### src/rtl/cnn_mem_master.sv
// Sole initiator on the CNN feature/weight RAM port: turns a valid/ready word stream
// into single-word RAM writes and serves registered 25-word window reads.
module cnn_mem_master #(
  parameter int DATA_W    = 16,
  parameter int ADDR_W    = 16,
  parameter int WIN       = 25,
  parameter int MEM_DEPTH = 2500
) (
  input  logic                  clk,
  input  logic                  rst,
  input  logic                  wr_start,
  input  logic [ADDR_W-1:0]     wr_base,
  input  logic [ADDR_W-1:0]     wr_len,
  input  logic                  wr_valid,
  input  logic [DATA_W-1:0]     wr_data,
  output logic                  wr_ready,
  output logic                  wr_done,
  output logic                  wr_err,
  input  logic                  rd_req,
  input  logic [ADDR_W-1:0]     rd_addr,
  output logic [WIN*DATA_W-1:0] rd_window,
  output logic                  rd_ack,
  output logic                  rd_err,
  output logic [ADDR_W-1:0]     mem_address,
  output logic [DATA_W-1:0]     mem_data_in,
  output logic                  mem_write_enable,
  input  logic [WIN*DATA_W-1:0] mem_data_out,
  output logic                  busy
);
  typedef enum logic [1:0] {IDLE, WRITE, WDRAIN, READ} state_t;

  localparam logic [ADDR_W:0] L_DEPTH = (ADDR_W+1)'(MEM_DEPTH);
  localparam logic [ADDR_W:0] L_WIN   = (ADDR_W+1)'(WIN);

  state_t                r_state;
  state_t                w_state_next;
  logic [ADDR_W-1:0]     r_base;
  logic [ADDR_W-1:0]     r_len;
  logic [ADDR_W-1:0]     r_count;
  logic [ADDR_W-1:0]     r_mem_address;
  logic [DATA_W-1:0]     r_mem_data_in;
  logic                  r_mem_we;
  logic [WIN*DATA_W-1:0] r_rd_window;
  logic                  r_wr_done;
  logic                  r_wr_err;
  logic                  r_rd_ack;
  logic                  r_rd_err;

  logic w_wr_oob;
  logic w_rd_oob;
  logic w_len_zero;
  logic w_hs;
  logic w_last;

  // Bounds are computed one bit wider so that a base near the top of the address space cannot wrap.
  assign w_wr_oob   = ({1'b0, wr_base} + {1'b0, wr_len}) > L_DEPTH;
  assign w_rd_oob   = ({1'b0, rd_addr} + L_WIN) > L_DEPTH;
  assign w_len_zero = (wr_len == '0);
  assign w_hs       = wr_valid && (r_state == WRITE);
  assign w_last     = ((r_count + ADDR_W'(1)) == r_len);

  always_ff @(posedge clk) begin
    if (rst) begin
      r_state <= IDLE;
    end else begin
      r_state <= w_state_next;
    end
  end

  always_comb begin
    w_state_next = r_state;
    case (r_state)
      IDLE: begin
        if (wr_start) begin
          if (!w_wr_oob && !w_len_zero) begin
            w_state_next = WRITE;
          end
        end else if (rd_req && !w_rd_oob) begin
          w_state_next = READ;
        end
      end
      WRITE: begin
        if (w_hs && w_last) begin
          w_state_next = WDRAIN;
        end
      end
      WDRAIN:  w_state_next = IDLE;
      READ:    w_state_next = IDLE;
      default: w_state_next = IDLE;
    endcase
  end

  always_ff @(posedge clk) begin
    if (rst) begin
      r_base        <= '0;
      r_len         <= '0;
      r_count       <= '0;
      r_mem_address <= '0;
      r_mem_data_in <= '0;
      r_mem_we      <= 1'b0;
      r_rd_window   <= '0;
      r_wr_done     <= 1'b0;
      r_wr_err      <= 1'b0;
      r_rd_ack      <= 1'b0;
      r_rd_err      <= 1'b0;
    end else begin
      r_wr_done <= 1'b0;
      r_wr_err  <= 1'b0;
      r_rd_ack  <= 1'b0;
      r_rd_err  <= 1'b0;
      case (r_state)
        IDLE: begin
          r_mem_we <= 1'b0;
          // A simultaneous read request loses to the write and is simply dropped.
          if (wr_start) begin
            if (w_wr_oob) begin
              r_wr_err <= 1'b1;
            end else if (w_len_zero) begin
              r_wr_done <= 1'b1;
            end else begin
              r_base  <= wr_base;
              r_len   <= wr_len;
              r_count <= '0;
            end
          end else if (rd_req) begin
            if (w_rd_oob) begin
              r_rd_err <= 1'b1;
            end else begin
              r_mem_address <= rd_addr;
            end
          end
        end
        WRITE: begin
          if (w_hs) begin
            r_mem_address <= r_base + r_count;
            r_mem_data_in <= wr_data;
            r_mem_we      <= 1'b1;
            r_count       <= r_count + ADDR_W'(1);
          end else begin
            r_mem_we <= 1'b0;
          end
        end
        WDRAIN: begin
          r_mem_we  <= 1'b0;
          r_wr_done <= 1'b1;
        end
        READ: begin
          r_rd_window <= mem_data_out;
          r_rd_ack    <= 1'b1;
        end
        default: r_mem_we <= 1'b0;
      endcase
    end
  end

  assign wr_ready         = (r_state == WRITE);
  assign busy             = (r_state != IDLE);
  assign wr_done          = r_wr_done;
  assign wr_err           = r_wr_err;
  assign rd_window        = r_rd_window;
  assign rd_ack           = r_rd_ack;
  assign rd_err           = r_rd_err;
  assign mem_address      = r_mem_address;
  assign mem_data_in      = r_mem_data_in;
  assign mem_write_enable = r_mem_we;
endmodule

### config.mk
export PLATFORM = sky130hd
export DESIGN_NAME = cnn_mem_master
export DESIGN_NICKNAME = d
export VERILOG_FILES = /design/src/rtl/cnn_mem_master.sv
export SDC_FILE = /design/constraint.sdc
export NUM_CORES = 1
export LEC_CHECK = 0
export ABC_CLOCK_PERIOD_IN_PS = 7500
export BUFFER_PORTS_ARGS = -buffer_cell sky130_fd_sc_hd__buf_2
export CORE_AREA = 3 3 357 359
export DETAILED_ROUTE_END_ITERATION = 12
export DIE_AREA = 0 0 360 362
export SYNTH_ARGS = -nofsm -noshare
export SYNTH_HDL_FRONTEND = slang
export SYNTH_SLANG_ARGS = --single-unit
### constraint.sdc
create_clock -name clk -period 7.5 [get_ports clk]
set_input_delay 0.75 -clock clk [delete_from_list [all_inputs] [get_ports clk]]
set_output_delay 0.75 -clock clk [all_outputs]
set_load 0.02 [all_outputs]
==> results.py, run 1 <==
metrics = {
    "global_routing": {
        "grt_pass1_vias": 18991,
        "grt.overflow.total": 0,
        "grt_pass1_wl_um": 136300,
        "antenna_found_initial": 36,
        "track_usage": 0.1404,
        "grt_max_degree": 188,
    },
    "worst_setup_path": {
        "endpoint": "r_state[0]",
        "worstPathRequired_ns": 8.08,
        "setup.worst_path.start_class": "flop",
        "cp_max_fo": 42,
        "r2r-start": "r_state[1]",
        "crit_start": "r_state[1]",
        "r2r_end": "r_state[0]",
        "rr_worst_depth": 9,
        "critPathArrivalTime_ns": 4.43,
        "worstSetupPathType": "flop to flop",
        "cp-end-kind": "flop",
        "r2r_slack_ns": 3.65,
    },
    "synthesis": {
        "postSynth.asyncResetShare": 0,
        "syn_nets": 2956,
        "synth_edf_count": 0,
        "synth.ff_latch_count": 487,
        "synth_common_cells": "nand2_1 (867), dfxtp_1 (487), a21oi_1 (465)",
        "synth_top_cell_by_area": "dfxtp_1",
        "synth.most_common_cell": "nand2_1",
        "synthTopCellsByArea": "dfxtp_1 (50%), nand2_1 (17%), a21oi_1 (12%)",
        "synthCells": 2453,
        "synth_cell_type_count": 62,
        "syn_area_um2": 19340,
        "synth_top_area_share": 0.5040,
        "syn_avg_cell_area_um2": 7.885,
        "ys.flop_type": "dfxtp_1",
        "yosysSeqAreaShare": 0.5040,
        "ys_warn_count": 0,
    },
    "floorplan": {
        "boundaryPins": 908,
        "die_h_um": 362,
        "die_w_um": 360,
        "placementRows": 129,
        "core_area_um2": 124100,
        "initial_utilization": 0.1558,
        "die-area_um2": 130300,
    },
    "clock_network": {
        "root_buffer": "clkbuf_16",
        "post_cts_buffers": 0,
        "cts_tree": "yes",
        "h-tree-depth": 2,
        "postCtsHoldBufs": 0,
        "cts-resized-gates": 0,
        "path_clk_slew_ns": 0.06,
        "clockBufferDepth": 3,
        "clock-sinks": 487,
        "cts_inserted_buffers": 60,
        "clk_latency_ns": 0.67,
    },
    "placed_design": {
        "numPortBuffers": 907,
        "place_ws_ns": 3.124,
        "gp_congestion": 0.8824,
        "dp_hpwl_um": 76140,
    },
    "power_and_ir_drop": {
        "power.leakage_nw": 11.45,
        "ir_drop_mv": 0.1538,
        "power.density_nw_per_um2": 220.5,
    },
    "routing": {
        "avgRoutedWirePerCell_um": 19.55,
        "viasPerCell": 4.061,
        "dr.pass1.iters": 5,
        "ant_nets": 0,
        "drc": 0,
        "drtIter0Drc": 1271,
        "vias": 20129,
        "routed_wl_um": 96900,
    },
    "finish": {
        "area_growth_syn_to_layout_pct": 42.73,
        "final_nets": 3762,
        "drive_gt1_frac": 0.3148,
    },
    "sta": {
        "slew_headroom": 0.2332,
        "period_share": 0.5139,
        "hold_viol_final": 0,
        "clock_skew_ns": 0.02703,
        "period_needed_ns": 3.854,
        "max_freq_mhz": 259.5,
        "worst_pin_slew_ns": 1.150,
        "final_max_slew_viol_count": 0,
        "setup_violations": 0,
        "setup_slack_ns": 3.646,
        "setup-tns-final_ns": 0,
        "rsz0062_at_grt": "false",
    },
    "min_path": {
        "min_path_type": "primary input to flop",
    },
    "job": {
        "maxCapViolations": 0,
    },
    "run_status": {
        "run_status": "finished clean",
    },
}
per-stage QoR:
stage,utilization,cell area [um2],total power [mW],hold slack (ns),cells
2_1_floorplan,-,19340,2.812,0.4530,2453
3_3_place_gp,0.2049,25440,3.013,0.4382,4834
3_5_place_dp,0.2049,25440,3.011,0.4430,4834
4_1_cts,0.2222,27580,6.195,0.2607,4947
5_1_grt,0.2223,27590,6.319,0.2765,4949
6_report,0.2224,27610,6.088,0.3161,4957
worst max-delay path: stages (launching register included):
cell	delay, ns
dfxtp_1	0.43
nand2b_1	0.72
clkinv_1	0.85
nand2_2	0.98
nor4_1	0.12
nand4_1	0.11
or4_1	0.10
nor3_1	0.05
or2_2	0.29
a21oi_1	0.10
report_power, final:
part           switching, mW  internal [mW]  leakage [nW]
Combinational          0.205          0.150          6.48
Sequential           0.00547           2.59          3.92
Clock                   1.25           1.88          1.05
Total                   1.46           4.63          11.4
kinds of logic after synthesis:
family	count (synthesis)	synth area share
AND/OR/NAND/NOR	1088	0.2335
AO/OA/AOI/OAI	575	0.1648
flip-flops	487	0.5040
buffers and inverters	196	0.03946
multiplexers	37	0.01915
XOR/XNOR	36	0.01630
adder cells (fa/ha/maj)	34	0.02277
sequential cells by signal (all words and copies together), names as in the netlist:
name / flops
rd_err: 1
r_len: 16
mem_write_enable: 1
wr_done: 1
rd_ack: 1
r_state: 2
r_base: 16
mem_address: 16
r_count: 16
rd_window: 400
wr_err: 1
mem_data_in: 16
layout by cell type, fill, tap and decap left out, types with 10 or more instances in the layout:
master / count
nand4_1: 12
a211oi_1: 10
o21ai_0: 16
a21oi_1: 464
nand3_1: 11
xnor2_1: 23
nor3_1: 19
diode_2: 10
dfxtp_1: 487
nand2b_1: 70
nor2_1: 53
buf_2: 906
clkbuf_16: 61
clkbuf_8: 11
a311oi_1: 17
and3_1: 10
mux2i_1: 37
inv_1: 20
clkinv_2: 11
nand2_1: 865
xor2_1: 13
ha_1: 32
a31oi_1: 10
worst min path at each step:
stage	startpoint	to	slack [ns]	depth (start not counted)
final	mem_data_out[120]	rd_window[120]	0.32	3
after global routing	mem_data_out[117]	rd_window[117]	0.28	3
after CTS	mem_data_out[117]	rd_window[117]	0.26	3
after detailed placement	rd_window[249]	rd_window[249]	0.44	2
after global placement	rd_window[360]	rd_window[360]	0.44	2
after floorplan	r_base[0]	r_base[0]	0.45	2
cell type report:
type                    count  area, um2
multi-input cells        1770       8846
repair buffers            919       4715
diodes                     10      25.02
clock buffers              79       1704
inverters                  21      78.83
flip-flops and latches    487       9749
well taps                1637       2048
clock inverters            34      441.7
fillers                 13969      96510
metal layers:
layer,track usage,up-vias,part of all wire
met5,0,-,0.0020
met4,0.03502,30,0.022
li1,-,9796,-
met3,0.04974,120,0.090
met2,0.2294,780,0.46
met1,0.1758,9403,0.43
Note: power is estimated with default switching activity, not from simulation.
==> inputs of run 2 (changes only) <==
==> config.mk (replaced) <==
export PLATFORM = sky130hd
export DESIGN_NAME = cnn_mem_master
export DESIGN_NICKNAME = d
export VERILOG_FILES = /design/src/rtl/cnn_mem_master.sv
export SDC_FILE = /design/constraint.sdc
export NUM_CORES = 1
export LEC_CHECK = 0
export ABC_AREA = 1
export ABC_CLOCK_PERIOD_IN_PS = 3610
export BUFFER_PORTS_ARGS = -buffer_cell sky130_fd_sc_hd__buf_2
export CORE_AREA = 3 3 348 350
export DETAILED_ROUTE_END_ITERATION = 12
export DIE_AREA = 0 0 351 353
export SYNTH_ARGS = -nofsm -noshare
export SYNTH_HDL_FRONTEND = slang
export SYNTH_SLANG_ARGS = --single-unit
==> constraint.sdc (replaced) <==
create_clock -name clk -period 3.61 [get_ports clk]
set_input_delay 0.361 -clock clk [delete_from_list [all_inputs] [get_ports clk]]
set_output_delay 0.361 -clock clk [all_outputs]
set_load 0.02 [all_outputs]
==> results.py, run 2 <==
metrics = {
    "routing": {
        "routed_wl_um": 116300,
        "avgRoutedWirePerCell_um": 20.99,
        "drc": 0,
        "dr.pass1.iters": 5,
        "drtIter0Drc": 1824,
        "ant_nets": 0,
        "vias": 22965,
        "viasPerCell": 4.146,
    },
    "global_routing": {
        "grt_pass1_vias": 22342,
        "antenna_found_initial": 31,
        "grt.overflow.total": 0,
        "track_usage": 0.1776,
        "grt_max_degree": 118,
        "grt_pass1_wl_um": 159800,
    },
    "worst_setup_path": {
        "rr_worst_depth": 11,
        "critPathArrivalTime_ns": 3.42,
        "crit_start": "wr_len[0]",
        "worstPathRequired_ns": 4.12,
        "cp-end-kind": "flop",
        "r2r-start": "r_count[0]",
        "worstSetupPathType": "primary input to flop",
        "r2r_slack_ns": 0.81,
        "critPathBufInv": 5,
        "critPathMaxStageDelay_ns": 0.53,
        "critical_path.most_common_cell": "nand2_1",
        "crit_family": "simple AND/OR/NAND/NOR gates",
        "cp_max_fo": 32,
        "worst_path_max_delay_cell": "dlygate4sd3_1",
        "crit_chain": "dlygate4sd3_1, buf_2, ha_1, fa_1, nand3_1, nand3_1, nand2_1, nand2_1, inv_1, nor2_1, nand2_1, nand3_1, nand2_1, nand2_1, nand2_2, clkinv_2, nand3_4, clkinv_2, nand2_1, a21oi_1",
        "r2r_end": "mem_address[12]",
        "setup.worst_path.start_class": "primary input",
    },
    "finish": {
        "area_growth_syn_to_layout_pct": 64.36,
        "post-route-util": 0.2701,
        "largest_reg_flops": 400,
        "layout_commonest_cell": "buf_2",
        "drive_gt1_frac": 0.2717,
        "final_nets": 4444,
        "layout_common_cells": "buf_2 (907), nor2_1 (900), dfxtp_1 (487), o21ai_0 (440), dlygate4sd3_1 (411)",
        "final_area_um2": 31900,
    },
    "synthesis": {
        "synth_top_area_share": 0.5023,
        "postSynth.asyncResetShare": 0,
        "synth.ff_latch_count": 487,
        "synthTopCellsByArea": "dfxtp_1 (50%), nor2_1 (17%), o21ai_0 (11%)",
        "yosysSeqAreaShare": 0.5023,
        "synth_edf_count": 0,
        "syn_avg_cell_area_um2": 7.256,
        "ys.flop_type": "dfxtp_1",
        "syn_area_um2": 19410,
        "ys_warn_count": 0,
        "syn_nets": 3178,
        "synth_top_cell_by_area": "dfxtp_1",
        "synth_common_cells": "nor2_1 (900), dfxtp_1 (487), o21ai_0 (443)",
        "synth.most_common_cell": "nor2_1",
        "synthCells": 2675,
        "synth_cell_type_count": 41,
    },
    "power_and_ir_drop": {
        "ir_drop_mv": 0.3787,
        "share_seq_of_total_power": 0.398,
        "p_sw_mw": 4.160,
        "clkPwrFrac": 0.436,
        "intPower_mw": 10.21,
        "power_frac_comb": 0.166,
        "total_power_mw": 14.37,
        "power.leakage_nw": 14.62,
        "power.density_nw_per_um2": 450.4,
        "swShare": 0.2895,
    },
    "clock_network": {
        "root_buffer": "clkbuf_16",
        "clock-sinks": 487,
        "postCtsHoldBufs": 411,
        "clockBufferDepth": 3,
        "cts-resized-gates": 0,
        "cts_tree": "yes",
        "clk_latency_ns": 0.68,
        "cts_inserted_buffers": 59,
        "h-tree-depth": 2,
        "post_cts_buffers": 0,
        "path_clk_slew_ns": 0.06,
    },
    "placed_design": {
        "dp_hpwl_um": 90490,
        "placed_area_um2": 25710,
        "gp_congestion": 0.8893,
        "numPortBuffers": 907,
    },
    "sta": {
        "setup-tns-final_ns": 0,
        "hold_viol_final": 0,
        "period_share": 0.8084,
        "clock_skew_ns": 0.03503,
        "whs_ns": 0.04994,
        "period_needed_ns": 2.918,
        "max_freq_mhz": 342.7,
        "slew_headroom": 0.3757,
        "worst_pin_slew_ns": 0.9301,
        "setup_violations": 0,
        "rsz0062_at_grt": "false",
        "final_max_slew_viol_count": 0,
    },
    "run_status": {
        "run_status": "finished clean",
    },
    "floorplan": {
        "initial_utilization": 0.1644,
        "core_area_um2": 118100,
        "boundaryPins": 908,
        "die-area_um2": 123900,
        "placementRows": 126,
        "die_w_um": 351,
        "die_h_um": 353,
    },
    "job": {
        "maxCapViolations": 0,
    },
    "min_path": {
        "whs_endpoint": "rd_window[367]",
        "min_path_type": "primary input to flop",
        "hold_depth": 3,
        "min_from": "mem_data_out[367]",
    },
}
-- run 2: changes by cell type after synthesis, sizes merged, moves of 11 or more --
cell,before,now
a211oi,12,1
a21oi,465,77
a311oi,18,0
clkbuf,167,148
inv,20,105
mux2i,37,1
nand2,867,311
nand2b,70,1
nand3,11,76
nor2,53,905
nor3,19,8
o21ai,19,443
xnor2,23,7
-- run 2: final cells by class --
cell class,count,area [um2]
diodes,14,35.03
clock buffers,74,1633
clock inverters,35,405.4
fillers,12680,86180
inverters,108,422.9
multi-input cells,1922,8628
flip-flops and latches,487,9749
well taps,1536,1922
repair buffers,1363,9104
-- run 2: kinds of logic (layout without fill, tap and decap cells) --
logic type / Yosys count / after routing / synth area share
flops: 487 / 487 / 0.5023
simple gates: 1333 / 1333 / 0.2712
xor+xnor: 24 / 24 / 0.01154
other cells: 0 / 14 / 0
fa+ha+maj: 34 / 34 / 0.02269
compound gates: 530 / 530 / 0.1382
buf+inv: 266 / 1580 / 0.05351
mux: 1 / 1 / 0.0005158
-- run 2: worst max path at each step --
stage / end / slack, ns / cells after the start
after global placement: r_count[13] / 0.61 / 17
after global routing: r_base[6] / 0.44 / 20
after CTS: r_len[5] / 0.73 / 20
after detailed placement: r_len[5] / 0.58 / 19
final: r_len[3] / 0.69 / 20
after floorplan: r_count[6] / 1.23 / 16
-- run 2: layer usage --
layer | GRT usage | part of all wire | wire length (um)
met4 | 0.06647 | 0.037 | 4278
met5 | 0 | 0.00091 | 106
met2 | 0.3025 | 0.47 | 55030
met3 | 0.06122 | 0.093 | 10840
met1 | 0.2037 | 0.40 | 46030
-- run 2: metrics by stage --
stage          cells  setup WS (ns)
6_report        5539         0.6917
5_1_grt         5537         0.4394
4_1_cts         5525         0.7339
3_5_place_dp    5005         0.5833
3_3_place_gp    5005         0.6119
2_1_floorplan   2675          1.229
-- run 2: worst register-to-register path, delay by kind of cell, from the launching register on --
kind / cells / cell delay [ns]
AOI/OAI and AO/OA: 7 / 1.57
adders and majority gates: 2 / 0.61
DFF: 1 / 0.44
buffers and inverters: 1 / 0.05
and+or+nand+nor: 1 / 0.05
-- run 2: power groups by stage --
stage	combinational (mW)	sequential, mW	clock [mW]
3_5_place_dp	2.00	5.83	0
4_1_cts	2.39	5.71	6.49
5_1_grt	2.62	5.74	6.67
6_report	2.39	5.71	6.27
2_1_floorplan	0.862	6.01	0
3_3_place_gp	2.00	5.82	0
